$ cat src/rtl/mano_io_pkg.sv
// mano_io_pkg: shared defaults and FSM state encodings for the Mano I/O terminal
package mano_io_pkg;
  localparam int DATA_W_DEF = 8;
  typedef enum logic {IN_EMPTY, IN_FULL} in_state_t;
  typedef enum logic [1:0] {OUT_READY, OUT_BUSY, OUT_SEND} out_state_t;
endpackage

$ cat src/rtl/mano_io_if.sv
// mano_io_if: CPU and host handshake signals of the Mano I/O terminal
interface mano_io_if #(parameter int DATA_W = 8);
  logic [DATA_W-1:0] host_in_data;
  logic              host_in_valid;
  logic              host_in_ready;
  logic [DATA_W-1:0] inpr;
  logic              fgi;
  logic              cpu_inp;
  logic [DATA_W-1:0] outr;
  logic              cpu_out;
  logic              fgo;
  logic [DATA_W-1:0] host_out_data;
  logic              host_out_valid;
  logic              host_out_ready;
  logic              ien;
  logic              irq;
  logic              err;
  modport master (
    output host_in_data, host_in_valid, cpu_inp, outr, cpu_out, host_out_ready, ien,
    input  host_in_ready, inpr, fgi, fgo, host_out_data, host_out_valid, irq, err
  );
  modport slave (
    input  host_in_data, host_in_valid, cpu_inp, outr, cpu_out, host_out_ready, ien,
    output host_in_ready, inpr, fgi, fgo, host_out_data, host_out_valid, irq, err
  );
endinterface

$ cat src/rtl/mano_io_fifo.sv
// io_fifo: synchronous FIFO with guarded push/pop and same-cycle push+pop
module io_fifo #(
  parameter int W     = 8,
  parameter int DEPTH = 4
) (
  input  logic         clk,
  input  logic         rst,
  input  logic         push,
  input  logic         pop,
  input  logic [W-1:0] din,
  output logic [W-1:0] dout,
  output logic         full,
  output logic         empty
);
  localparam int AW = $clog2(DEPTH);
  logic [W-1:0]  mem [DEPTH];
  logic [AW-1:0] wr, rd;
  logic [AW:0]   count;
  logic          push_ok, pop_ok;
  assign full    = count == (AW+1)'(DEPTH);
  assign empty   = count == '0;
  assign push_ok = push && !full;
  assign pop_ok  = pop && !empty;
  assign dout    = mem[rd];
  always_ff @(posedge clk) begin
    if (rst) begin
      wr    <= '0;
      rd    <= '0;
      count <= '0;
    end else begin
      if (push_ok) begin
        mem[wr] <= din;
        wr      <= wr + 1'b1;
      end
      if (pop_ok) rd <= rd + 1'b1;
      count <= count + (AW+1)'(push_ok) - (AW+1)'(pop_ok);
    end
  end
endmodule

$ cat src/rtl/mano_io_device.sv
// mano_io_device: device end of the Mano INPR/FGI and OUTR/FGO handshakes with interrupt request
module mano_io_device
  import mano_io_pkg::*;
#(
  parameter int DATA_W     = DATA_W_DEF,
  parameter int FIFO_DEPTH = 4,
  parameter int OUT_DELAY  = 3
) (
  input logic      clk,
  input logic      rst,
  mano_io_if.slave io
);
  localparam int CW = OUT_DELAY > 1 ? $clog2(OUT_DELAY) : 1;
  in_state_t   in_st;
  out_state_t  out_st;
  logic [CW-1:0]     cnt;
  logic [DATA_W-1:0] head;
  logic              full, empty, pop;
  assign pop = in_st == IN_EMPTY && !empty;
  io_fifo #(.W(DATA_W), .DEPTH(FIFO_DEPTH)) u_fifo (
    .clk   (clk),
    .rst   (rst),
    .push  (io.host_in_valid),
    .pop   (pop),
    .din   (io.host_in_data),
    .dout  (head),
    .full  (full),
    .empty (empty)
  );
  assign io.host_in_ready  = !full;
  assign io.fgi            = in_st == IN_FULL;
  assign io.fgo            = out_st == OUT_READY;
  assign io.host_out_valid = out_st == OUT_SEND;
  assign io.irq            = io.ien & (io.fgi | io.fgo);
  // A consumed byte leaves fgi low for one cycle before the next head is loaded
  always_ff @(posedge clk) begin
    if (rst) begin
      in_st   <= IN_EMPTY;
      io.inpr <= '0;
    end else if (pop) begin
      in_st   <= IN_FULL;
      io.inpr <= head;
    end else if (in_st == IN_FULL && io.cpu_inp) begin
      in_st <= IN_EMPTY;
    end
  end
  always_ff @(posedge clk) begin
    if (rst) begin
      out_st           <= OUT_READY;
      cnt              <= '0;
      io.host_out_data <= '0;
    end else begin
      case (out_st)
        OUT_READY: if (io.cpu_out) begin
          out_st           <= OUT_BUSY;
          cnt              <= CW'(OUT_DELAY - 1);
          io.host_out_data <= io.outr;
        end
        OUT_BUSY: if (cnt == '0) out_st <= OUT_SEND; else cnt <= cnt - 1'b1;
        OUT_SEND: if (io.host_out_ready) out_st <= OUT_READY;
        default:  out_st <= OUT_READY;
      endcase
    end
  end
  always_ff @(posedge clk) begin
    if (rst) io.err <= 1'b0;
    else if ((io.cpu_inp && in_st == IN_EMPTY) || (io.cpu_out && out_st != OUT_READY)) io.err <= 1'b1;
  end
endmodule

$ cat src/flat_wrapper.sv
// flat-port wrapper written by rule: the top's interface ports become plain ports
module mano_io_device_flat import mano_io_pkg::*;
#(
  parameter int DATA_W     = DATA_W_DEF,
  parameter int FIFO_DEPTH = 4,
  parameter int OUT_DELAY  = 3
)
  (clk, rst, io_host_in_data, io_host_in_valid, io_cpu_inp, io_outr, io_cpu_out, io_host_out_ready, io_ien, io_host_in_ready, io_inpr, io_fgi, io_fgo, io_host_out_data, io_host_out_valid, io_irq, io_err);
  mano_io_if #(.DATA_W(DATA_W)) io_i ();
  input logic clk;
  input logic rst;
  input wire logic [$bits(io_i.host_in_data)-1:0] io_host_in_data;
  input wire logic [$bits(io_i.host_in_valid)-1:0] io_host_in_valid;
  input wire logic [$bits(io_i.cpu_inp)-1:0] io_cpu_inp;
  input wire logic [$bits(io_i.outr)-1:0] io_outr;
  input wire logic [$bits(io_i.cpu_out)-1:0] io_cpu_out;
  input wire logic [$bits(io_i.host_out_ready)-1:0] io_host_out_ready;
  input wire logic [$bits(io_i.ien)-1:0] io_ien;
  output wire logic [$bits(io_i.host_in_ready)-1:0] io_host_in_ready;
  output wire logic [$bits(io_i.inpr)-1:0] io_inpr;
  output wire logic [$bits(io_i.fgi)-1:0] io_fgi;
  output wire logic [$bits(io_i.fgo)-1:0] io_fgo;
  output wire logic [$bits(io_i.host_out_data)-1:0] io_host_out_data;
  output wire logic [$bits(io_i.host_out_valid)-1:0] io_host_out_valid;
  output wire logic [$bits(io_i.irq)-1:0] io_irq;
  output wire logic [$bits(io_i.err)-1:0] io_err;
  assign io_i.host_in_data = io_host_in_data;
  assign io_i.host_in_valid = io_host_in_valid;
  assign io_i.cpu_inp = io_cpu_inp;
  assign io_i.outr = io_outr;
  assign io_i.cpu_out = io_cpu_out;
  assign io_i.host_out_ready = io_host_out_ready;
  assign io_i.ien = io_ien;
  assign io_host_in_ready = io_i.host_in_ready;
  assign io_inpr = io_i.inpr;
  assign io_fgi = io_i.fgi;
  assign io_fgo = io_i.fgo;
  assign io_host_out_data = io_i.host_out_data;
  assign io_host_out_valid = io_i.host_out_valid;
  assign io_irq = io_i.irq;
  assign io_err = io_i.err;
  mano_io_device #(.DATA_W(DATA_W), .FIFO_DEPTH(FIFO_DEPTH), .OUT_DELAY(OUT_DELAY)) u_core (.clk(clk), .rst(rst), .io(io_i));
endmodule
$ cat config.mk
export PLATFORM = sky130hd
export DESIGN_NAME = mano_io_device_flat
export DESIGN_NICKNAME = d
export VERILOG_FILES = /design/src/rtl/mano_io_pkg.sv /design/src/rtl/mano_io_if.sv /design/src/rtl/mano_io_fifo.sv /design/src/rtl/mano_io_device.sv /design/src/flat_wrapper.sv
export SDC_FILE = /design/constraint.sdc
export NUM_CORES = 1
export LEC_CHECK = 0
export BUFFER_PORTS_ARGS = -buffer_cell sky130_fd_sc_hd__buf_4
export CAP_MARGIN = 20
export CORE_UTILIZATION = 25
export DETAILED_ROUTE_END_ITERATION = 16
export GPL_TIMING_DRIVEN = 0
export SYNTH_ARGS = -nofsm -noshare
export SYNTH_HDL_FRONTEND = slang
export SYNTH_SLANG_ARGS = --single-unit
export TNS_END_PERCENT = 10
$ cat constraint.sdc
create_clock -name clk -period 2.6 [get_ports clk]
set_input_delay 0.13 -clock clk [delete_from_list [all_inputs] [get_ports clk]]
set_output_delay 0.13 -clock clk [all_outputs]
set_load 0.05 [all_outputs]
== Word level (Yosys, flattened, before mapping) ==
Memory sizes are Yosys's and may differ from the RTL's. A register that Yosys moved wholly into a read port is not among the register bits.
Index checks and enable logic that the tools add are counted.
Word-level totals
  bits in latches: 0
  RAM bits: 32
  register bits: 21
  bits of input ports: 23
  memories kept: 1
  output and inout bits: 22
  ROM bits: 0
Memories
  u_core.u_fifo.mem: words 4, bits a word 8, rd ports 1, clocked after Yosys merged registers in 1, write ports 1, RTL line mano_io_fifo.sv:16  | logic [W-1:0] mem [DEPTH];
Cells by class
  equal/unequal tests: 7
  bitwise logic cells: 3
  mux-type cells: 12
  $lt $le $gt $ge: 0
  reduce and logical (&&, ||, !) cells: 18
  $add $sub $neg: 5
  multipliers: 0
  div/mod/pow operators: 0
  shift operators: 0
Operator list (count)
  $mux 2: 5
  $logic_and 1x1->1: 6
  $ne 2x2->1 const B: 3
  $pmux 2 s3: 1
  $reduce_and 3->1: 2
  $reduce_bool 2->1: 3
  $mux 1: 5
  $add 2x1->2 const B: 2
  $logic_not 2->1: 2
  $pmux 2 s2: 1
  $add 3x1->3: 1
  $eq 3x3->1 const B: 1
  $logic_not 3->1: 1
  $sub 3x1->3: 1
  $eq 2x1->1 const B: 1
  $eq 2x2->1 const B: 1
  $logic_not 1->1: 2
  $ne 2x1->1 const B: 1
  $reduce_and 2->1: 1
  $sub 2x1->2 const B: 1
  $and 1x1->1: 1
  $logic_or 1x1->1: 1
  $not 1->1: 1
  $or 1x1->1: 1

== Longest topological paths before layout ==
Gate-level depths: netlist of run 1.
  depth in word-level cells: 6
  gate-level depth with buffers: 10
  mapped depth without buffers: 10

== By module ==
From an unflattened synthesis of run 1, not the netlist that was laid out.
Second synthesis, totals
  cells, all modules: 189
  area, all modules: 2503.7 um^2
By module, submodules not included
  io_fifo: cells each 93, seq. area each 1141.1 um^2, area each 1636.6 um^2, times used 1
  mano_io_device: cells each 96, seq. area each 440.4 um^2, area each 867.1 um^2, times used 1

== Worst setup path before layout of run 1 ==
OpenSTA, ideal clock, no wires.
  path kind: register to register
  from: reg u_core.u_fifo.count[2]
  to: reg u_core.u_fifo.count[2]
  stages on the path, launching flop included: 11
  setup slack: 257 ps
  arrival: 2216 ps
  period minus slack after synthesis: 2343 ps
  required time: 2472 ps
  cells stage by stage: dfxtp_1 -> nor3b_1 -> inv_1 -> nand2_1 -> ha_1 -> inv_1 -> ha_1 -> fa_1 -> xnor2_1 -> xnor2_1 -> nor2_1
On the way
  cells in the longest elaborated chain, start to end: 5
  elaborated cells on any way between the ends: 9
  classes of those cells: add/sub (2); eq/ne (1); reduce/logical (6)
RTL lines
  start: declaration: RTL line mano_io_fifo.sv:18  | logic [AW:0] count;
  start signal: assignment: RTL line mano_io_fifo.sv:36  | count <= count + (AW+1)'(push_ok) - (AW+1)'(pop_ok);
  $eq 3x3->1: RTL line mano_io_fifo.sv:20  | assign full = count == (AW+1)'(DEPTH);
  $logic_not 1->1
  net io_host_in_ready: RTL line flat_wrapper.sv:19  | output wire logic [$bits(io_i.host_in_ready)-1:0] io_host_in_ready;
  $logic_and 1x1->1: RTL line mano_io_fifo.sv:22  | assign push_ok = push && !full;
  $add 3x1->3: RTL line mano_io_fifo.sv:36
  $sub 3x1->3: RTL line mano_io_fifo.sv:36
The timed path passes the listed nets, and every way through them passes these cells.
A chain may end at the register's enable or synchronous reset.

== Final worst setup path of run 1 ==
  from: reg u_core.u_fifo.count[1]
  to: reg u_core.u_fifo.count[2]
On the way
  cells in the longest elaborated chain, start to end: 5
  elaborated cells on any way between the ends: 9
  classes of those cells: add/sub (2); eq/ne (1); reduce/logical (6)
RTL lines
  $logic_not 3->1: RTL line mano_io_fifo.sv:21  | assign empty = count == '0;
  $logic_not 1->1: RTL line mano_io_device.sv:19  | assign pop = in_st == IN_EMPTY && !empty;
  $logic_and 1x1->1: RTL line mano_io_device.sv:19
  net u_core.pop: RTL line mano_io_device.sv:18  | logic full, empty, pop;
  $logic_and 1x1->1: RTL line mano_io_fifo.sv:23  | assign pop_ok = pop && !empty;
  $sub 3x1->3: RTL line mano_io_fifo.sv:36
The timed path passes the listed nets, and every way through them passes these cells.

==> results of run 1 <==
cells in the final DEF, fill, tap and decap left out, drive strengths merged, types with 3 or more instances in the layout:
cell,synthesis,routed
nand3,10,10
mux4,8,8
nor2,14,14
buf,4,48
and2,5,5
o21ai,13,13
inv,12,14
edfxtp,32,32
ha,7,7
a21oi,15,15
mux2i,9,9
dfxtp,29,29
clkbuf,8,17
clkinv,0,4
nor3,4,4
dlygate4sd3,0,8
nor2b,3,3
metal layers:
layer	vias to the layer above	GRT usage, %	part of all wire (%)
li1	814	-	-
met1	775	12.4	45
met2	31	16.8	51
met3	4	3.38	3.3
met4	0	4.57	1.2
met5	-	0	0
how the worst min path moves through the flow:
stage	slack [ps]	endpoint	from	cells past startpoint
global route	20	u_core.io.host_out_data[0]	io_outr[0]	3
global placement	330	u_core.u_fifo.mem[2][7]	io_host_in_data[7]	1
CTS	0.8	u_core.u_fifo.mem[2][0]	io_host_in_data[0]	1
floorplan	230	u_core.u_fifo.mem[0][0]	io_host_in_data[0]	0
finish	30	u_core.io.host_out_data[0]	io_outr[0]	3
detailed placement	330	u_core.u_fifo.mem[2][4]	io_host_in_data[4]	1
what timing repair did:
item,in CTS,in global routing
endpoints found under the setup margin,1,1
gates resized for setup,1,3
endpoints found under the hold margin,28,2
hold buffers,7,1
report_power, final:
| group | total (W) | internal, W | leakage (nW) | switching [W] |
|---|---|---|---|---|
| registers | 0.00123 | 0.00115 | 0.529 | 0.0000822 |
| logic | 0.00116 | 0.000461 | 0.605 | 0.000694 |
| clock network | 0.000835 | 0.000447 | 0.102 | 0.000388 |
| total | 0.00322 | 0.00206 | 1.24 | 0.00116 |
metrics by stage:
stage | cell area [um^2] | utilization (%)
floorplan | 2470 | -
global placement | 2960 | 31.4
detailed placement | 2960 | 31.4
CTS | 3230 | 34.3
global route | 3250 | 34.5
finish | 3250 | 34.5
cell usage after synthesis (2+ instances only):
library cell	count	area, um^2
clkbuf_1	7	26.3
nor3_1	4	20.0
mux2i_1	9	90.1
inv_1	12	45.0
edfxtp_1	32	961
or3_1	2	12.5
mux4_2	8	180
dfxtp_1	29	581
nor2_1	14	52.6
nand2_1	2	7.51
xnor2_1	2	17.5
nor3b_1	2	15.0
a21oi_1	15	75.1
o21ai_0	13	65.1
nor2b_1	3	18.8
ha_1	7	87.6
and2_1	5	31.3
nand3_1	10	50.1
flip-flops by register name, indices dropped and copies added (netlist names):
name	cells
u_core.cnt	2
u_core.out_st	2
u_core.io.err	1
u_core.io.inpr	8
u_core.u_fifo.wr	2
u_core.io.fgi	1
u_core.u_fifo.count	3
u_core.io.host_out_data	8
u_core.u_fifo.mem	32
u_core.u_fifo.rd	2
cell families after synthesis:
family,count (synthesis),share of synthesized area [%]
compound gates,35,8.36
fa+ha+maj,8,4.36
buf+inv,24,4.21
simple gates,44,8.97
xor+xnor,2,0.710
mux,17,10.9
flops,61,62.4
final cells by class:
cell class                      count  area [um^2]  area share, %
Clock inverter                      7         73.8           2.27
Buffer                             12         62.6           1.93
Multi-Input combinational cell    106          828           25.5
Inverter                           12         45.0           1.39
Timing Repair Buffer               52          410           12.6
Sequential cell                    61         1540           47.5
Tap cell                          129          161           4.97
Clock buffer                        9          124           3.82
worst reg2reg max path, stage by stage (launching register included):
cell,delay (ps)
dfxtp_1,360
nor3_1,260
clkbuf_4,240
nor2_1,90
ha_1,280
inv_1,40
ha_1,200
fa_1,400
xnor2_1,200
xnor2_1,150
nor2_1,60
==> out/qor.yml, run 1 <==
synth:
  mappedNetlistArea_um2: 2470
  ys_types: 33
  async_flop_share_pct: 0
  synth_ff_type: "edfxtp_1"
  synth-seq-cells: 61
  avgSynthCellArea_um2: 12.9
  ys_warn_count: 0
  syn-num-nets: 222
  synth_cells: 191
  synth-edff-count: 32
  yosysSeqAreaShare_pct: 62.4
setup_path:
  critical_path_arrival_ps: 2620
  slowest_delay_ps: 400
  ff2ff_setup_slack_ps: 190
  rr_endpoint: "u_core.u_fifo.count[2]"
  r2r-start: "u_core.u_fifo.count[1]"
  cp.depth: 10
  rr_worst_depth: 10
  required_ps: 2810
  startpoint: "u_core.u_fifo.count[1]"
  cp_top_family: "adder cells"
  endpoint: "u_core.u_fifo.count[2]"
  crit_slowest_cell: "fa_1"
  start_kind: "flop"
  cp_max_fo: 10
  cp_cell_sequence: "nor3_1 > clkbuf_4 > nor2_1 > ha_1 > inv_1 > ha_1 > fa_1 > xnor2_1 > xnor2_1 > nor2_1"
  cp_num_buf_inv: 2
  end_kind: "flop"
  crit_type: "reg2reg"
placement:
  dp.cells: 364
  place_hpwl_um: 3590
  numPortBuffers: 44
  dp_slack_ps: 10.2
  gp_congestion: 0.734
timing:
  worst_slack_ps: 189
  worst_pin_slew_ps: 466
  timing.slew.headroom_pct: 68.9
  max_freq_mhz: 415
  rsz0062_at_grt: "no"
  finalCritPeriodShare_pct: 92.7
  setup_tns_ps: 0
  post-route-min-period_ps: 2410
  setup_viol: 0
  drv_slew: 0
  fin_skew_ps: 8.29
  finalHoldViolations: 0
  fin_hold_ws_ps: 31.8
detailed_routing:
  drc_errors: 0
  via_count: 1624
  firstDrtPassIters: 4
  wire_per_inst_um: 12.7
  drt_iter0_drc: 92
  postRouteWirelength_um: 4940
  ant_nets: 0
  vias_per_cell: 4.19
cells_and_area:
  nets: 285
  fin_cells: 388
  fill_cells: 950
  areaGrowthSynthToFinish_pct: 31.5
  diodes: 0
  drive_above_1_share_pct: 29.0
cts:
  root_buffer: "clkbuf_8"
  clk_pin_slew_worst_paths_ps: 70
  post-cts-setup-buffer-count: 0
  htree_levels: 3
  clockBufferDepth: 2
  cts-buffers-inserted: 9
  cts_tree: "done"
  cts_sinks: 61
  clkLatencyLatePin_ps: 330
global_route:
  first_global_vias: 1605
  grt_max_degree: 13
  grt-ovfl-total: 0
  grt_usage_pct: 10.3
  grt_pass1_wl_um: 7810
  grt_antenna_before_repair: 0
flow_run:
  drv_cap: 0
floorplan:
  rows: 35
  ios: 45
  die_x_um: 101
  dieArea_um2: 10300
  die_h_um: 101
  initial_core_util_pct: 26.2
  coreArea_um2: 9420
pwr:
  peakVddDrop_uv: 275
  power_leakage_nw: 1.24
  p_per_area_nw_per_um2: 992
  p_total_w: 0.00322
worst_hold_path:
  hp-class: "in2reg"
run_status:
  status: "completed"
Power figures use the tool's default switching activity.
==> inputs of run 2 (changes only) <==
Settings changed: REMOVE_ABC_BUFFERS set to 1.
Clock period 2.6 ns to 2.7 ns, I/O delays scaled along.
==> out/qor.yml, run 2 (synthesized netlist as in run 1, its figures left out) <==
run_status:
  status: "completed"
cts:
  clkLatencyLatePin_ps: 350
  cts_tree: "done"
  cts_sinks: 61
  htree_levels: 3
  clockBufferDepth: 2
  root_buffer: "clkbuf_8"
  post-cts-setup-buffer-count: 0
  clk_pin_slew_worst_paths_ps: 70
  cts-buffers-inserted: 9
timing:
  worst_pin_slew_ps: 670
  drv_slew: 0
  finalCritPeriodShare_pct: 87.8
  worst_slack_ps: 328
  max_freq_mhz: 422
  setup_viol: 0
  timing.slew.headroom_pct: 55.3
  finalHoldViolations: 0
  post-route-min-period_ps: 2370
  rsz0062_at_grt: "no"
  fin_hold_ws_ps: 25.0
  fin_skew_ps: 9.79
placement:
  dp.cells: 353
  dpl_cell_area_um2: 2910
  numPortBuffers: 44
  gp_congestion: 0.690
  dp_slack_ps: -190
  place_hpwl_um: 3150
detailed_routing:
  drt_iter0_drc: 48
  firstDrtPassIters: 4
  wl_met2_um: 2220
  maxUsedRoutingLayer: "met4"
  vias_per_cell: 4.14
  wire_per_inst_um: 12.3
  dr_wl_met3_um: 229
  drc_errors: 0
  via_count: 1562
  postRouteWirelength_um: 4640
  drt-met1-wl_um: 2110
  ant_nets: 0
worst_hold_path:
  hp-class: "in2reg"
floorplan:
  die_h_um: 101
  ios: 45
  coreArea_um2: 9420
  rows: 35
  dieArea_um2: 10300
  die_x_um: 101
  initial_core_util_pct: 26.2
cells_and_area:
  areaGrowthSynthToFinish_pct: 30.7
  largest_register_ffs: 32
  drive_above_1_share_pct: 29.0
  layout_common_cells: "buf_4 (44), edfxtp_1 (32), dfxtp_1 (29)"
  final_common_cell: "buf_4"
  fin_cells: 377
  nets: 274
  diodes: 0
  finalInstanceArea_um2: 3230
  fin_util_pct: 34.3
  fill_cells: 954
  top_register: "u_core.u_fifo.mem"
  largestRegisters: "u_core.u_fifo.mem x32, u_core.io.host_out_data x8, u_core.io.inpr x8"
pwr:
  p_per_area_nw_per_um2: 981
  peakVddDrop_uv: 335
  power_leakage_nw: 1.22
setup_path:
  endpoint: "u_core.u_fifo.count[2]"
  start_kind: "flop"
  cp_cell_sequence: "nor3_4 > nor2_1 > ha_1 > inv_1 > ha_1 > fa_1 > xnor2_1 > xnor2_1 > nor2_1"
  critical_path_arrival_ps: 2590
  end_kind: "flop"
  crit_type: "reg2reg"
  crit_slowest_cell: "nor3_4"
  r2r-start: "u_core.u_fifo.count[1]"
  startpoint: "u_core.u_fifo.count[1]"
  required_ps: 2920
  ff2ff_setup_slack_ps: 330
  rr_endpoint: "u_core.u_fifo.count[2]"
  rr_worst_depth: 9
  cp_max_fo: 11
  slowest_delay_ps: 400
flow_run:
  drv_cap: 0
global_route:
  first_global_vias: 1533
  grt_max_degree: 32
  grt_antenna_before_repair: 0
  grt_usage_pct: 9.76
  grt_pass1_wl_um: 7380
  grt-ovfl-total: 0
-- run 2: how the worst min path moves through the flow --
stage / end / start / slack (ps) / cells after the start
after CTS: u_core.io.host_out_data[0] / io_outr[0] / 5 / 3
after global routing: u_core.io.host_out_data[4] / io_outr[4] / 20 / 3
final: u_core.io.host_out_data[7] / io_outr[7] / 30 / 3
after global placement: u_core.u_fifo.mem[2][1] / io_host_in_data[1] / 340 / 1
after detailed placement: u_core.u_fifo.mem[3][0] / io_host_in_data[0] / 340 / 1
after floorplan: u_core.cnt[0] / rst / 200 / 1
-- run 2: through the flow --
stage               setup TNS (ps)  power (W)
global route                     0    0.00335
finish                           0    0.00316
global placement              -129    0.00222
floorplan                        0    0.00195
CTS                              0    0.00320
detailed placement            -190    0.00224
-- run 2: repair_timing --
item / in CTS / in global routing
endpoints found under the setup margin: 1 / 1
hold endpoints to repair: 32 / 0
resized for setup: 1 / 1
gates cloned: 0 / 0
hold buffers: 8 / 0
-- run 2: layer usage --
layer / track usage, % / vias up
met5: 0 / -
met4: 5.69 / 0
met3: 3.45 / 6
met2: 15.5 / 34
met1: 11.4 / 728
li1: - / 794
-- run 2: layout make-up --
type | count | area [um^2] | share of cell area, %
Clock buffer | 9 | 124 | 3.84
Sequential cell | 61 | 1540 | 47.8
Inverter | 12 | 45.0 | 1.40
Clock inverter | 7 | 104 | 3.22
Tap cell | 129 | 161 | 5.00
Multi-Input combinational cell | 106 | 835 | 25.9
Timing Repair Buffer | 53 | 415 | 12.9
-- run 2: worst max-delay path: cells and delay by family (launching register included) --
| family | cells | cell delay (ps) |
|---|---|---|
| fa+ha+maj | 3 | 910 |
| simple gates | 3 | 610 |
| flops | 1 | 380 |
| xor+xnor | 2 | 320 |
| buf+inv | 1 | 40 |
-- run 2: report_power, final --
| group | leakage (nW) | internal, W | switching [W] |
|---|---|---|---|
| sequential | 0.529 | 0.00111 | 0.000153 |
| combinational | 0.576 | 0.000400 | 0.000577 |
| clock | 0.115 | 0.000534 | 0.000394 |
| total | 1.22 | 0.00204 | 0.00112 |
==> inputs of run 3 (changes only) <==
Settings changed: CELL_PAD_IN_SITES_DETAIL_PLACEMENT set to 0, CELL_PAD_IN_SITES_GLOBAL_PLACEMENT set to 2, PLACE_DENSITY_LB_ADDON set to 0.1, SETUP_SLACK_MARGIN set to 0.15.
==> out/qor.yml, run 3 (synthesized netlist as in run 1, its figures left out) <==
detailed_routing:
  drc_errors: 0
  via_count: 1582
  wire_per_inst_um: 13.9
  ant_nets: 0
  drt_iter0_drc: 103
  postRouteWirelength_um: 5280
  vias_per_cell: 4.17
  firstDrtPassIters: 3
setup_path:
  critical_path_arrival_ps: 2590
  cp_cell_sequence: "nor3b_1 > inv_1 > nand2_1 > ha_1 > inv_1 > ha_1 > fa_1 > xnor2_1 > xnor2_1 > nor2_1"
  cp_max_fo: 4
  end_kind: "flop"
  required_ps: 2910
  ff2ff_setup_slack_ps: 320
  slowest_delay_ps: 440
  cp_num_buf_inv: 2
  crit_slowest_cell: "dfxtp_1"
  cp_top_family: "adder cells"
  crit_type: "reg2reg"
  start_kind: "flop"
pwr:
  p_int_w: 0.00216
  p_sw_share_pct: 34.7
  p_total_w: 0.00331
  p_per_area_nw_per_um2: 1010
  combinationalPowerShare_pct: 31.2
  seqPwrFrac_pct: 38.4
  power_leakage_nw: 1.24
  pwr-share-clk_pct: 30.4
  peakVddDrop_uv: 325
  switching_power_w: 0.00115
run_status:
  status: "completed"
timing:
  rsz0062_at_grt: "no"
  post-route-min-period_ps: 2380
  finalHoldViolations: 0
  drv_slew: 0
  timing.slew.headroom_pct: 43.5
  worst_slack_ps: 324
  setup_viol: 0
  worst_pin_slew_ps: 843
  max_freq_mhz: 421
  fin_skew_ps: 12.5
  finalCritPeriodShare_pct: 88.0
  fin_hold_ws_ps: 35.7
placement:
  place_hpwl_um: 3480
  numPortBuffers: 44
  dp_slack_ps: -381
  gp_congestion: 0.644
  dp.cells: 352
floorplan:
  rows: 35
  initial_core_util_pct: 26.2
  coreArea_um2: 9420
  ios: 45
  die_h_um: 101
  die_x_um: 101
  dieArea_um2: 10300
global_route:
  grt_usage_pct: 11.3
  grt-ovfl-total: 0
  grt_max_degree: 32
  grt_antenna_before_repair: 0
  first_global_vias: 1699
  grt_pass1_wl_um: 8510
cells_and_area:
  areaGrowthSynthToFinish_pct: 32.4
  layout_common_cells: "buf_4 (47), edfxtp_1 (32), dfxtp_1 (29)"
  fin_util_pct: 34.7
  drive_above_1_share_pct: 30.0
  fill_cells: 943
  nets: 276
  largest_register_ffs: 32
  final_common_cell: "buf_4"
  multi_input_comb_area_um2: 840
  diodes: 0
  largestRegisters: "u_core.u_fifo.mem x32, u_core.io.host_out_data x8, u_core.io.inpr x8"
  seq_area_um2: 1540
  fin_cells: 379
  top_register: "u_core.u_fifo.mem"
cts:
  cts_tree: "done"
  clk_pin_slew_worst_paths_ps: 70
  clockBufferDepth: 2
  cts_sinks: 61
  clkLatencyLatePin_ps: 340
  root_buffer: "clkbuf_8"
  cts-buffers-inserted: 9
  htree_levels: 3
flow_run:
  drv_cap: 0
worst_hold_path:
  hp-class: "in2reg"
[run 3: worst register-to-register path, stage by stage (launching register included)]
cell and delay [ps]:
dfxtp_1 440, nor3b_1 410, inv_1 150, nand2_1 110, ha_1 130, inv_1 40
ha_1 210, fa_1 420, xnor2_1 180, xnor2_1 130, nor2_1 50
[run 3: power groups by stage]
stage	Sequential (W)	Clock (W)	Combinational, W
5_1_grt	0.00130	0.00107	0.00113
4_1_cts	0.00128	0.00104	0.00101
2_1_floorplan	0.00146	0	0.000488
3_3_place_gp	0.00130	0	0.000993
6_report	0.00127	0.00101	0.00103
3_5_place_dp	0.00129	0	0.000996
[run 3: area by class of cell]
class / instances / share of cell area (%)
Multi-Input combinational cell: 106 / 25.7
Tap cell: 129 / 4.94
Clock buffer: 9 / 3.79
Timing Repair Buffer: 55 / 13.2
Clock inverter: 7 / 3.79
Inverter: 12 / 1.38
Sequential cell: 61 / 47.2
[run 3: timing repair]
| item | 4_1_cts | 5_1_grt |
|---|---|---|
| setup buffers | 0 | 3 |
| setup endpoints to repair | 2 | 1 |
| gates resized for setup | 2 | 0 |
| hold buffers | 8 | 0 |
| pin swaps | 0 | 1 |
| hold endpoints to repair | 32 | 0 |
[run 3: metal layers]
metal	routed length (um)	vias up	part of all wire [%]	GRT usage (%)
met3	186	6	3.5	4.14
met4	60	0	1.1	3.68
met1	2530	759	48	13.9
met2	2510	22	48	18.5
met5	0	-	0	0
li1	-	795	-	-
[run 3: metrics by stage]
| step | instance area, um^2 | TNS [ps] |
|---|---|---|
| 2_1_floorplan | 2410 | 0 |
| 3_3_place_gp | 2900 | -562 |
| 3_5_place_dp | 2910 | -580 |
| 4_1_cts | 3250 | 0 |
| 5_1_grt | 3270 | 0 |
| 6_report | 3270 | 0 |
[run 3: path summary, 6_finish.rpt]
kind | depth (start not counted) | to | startpoint
max | 10 | u_core.u_fifo.count[2] | u_core.u_fifo.count[2]
min | 3 | u_core.io.host_out_data[7] | io_outr[7]
max reg2reg | 10 | u_core.u_fifo.count[2] | u_core.u_fifo.count[2]
min reg2reg | 2 | u_core.io.inpr[3] | u_core.io.inpr[3]
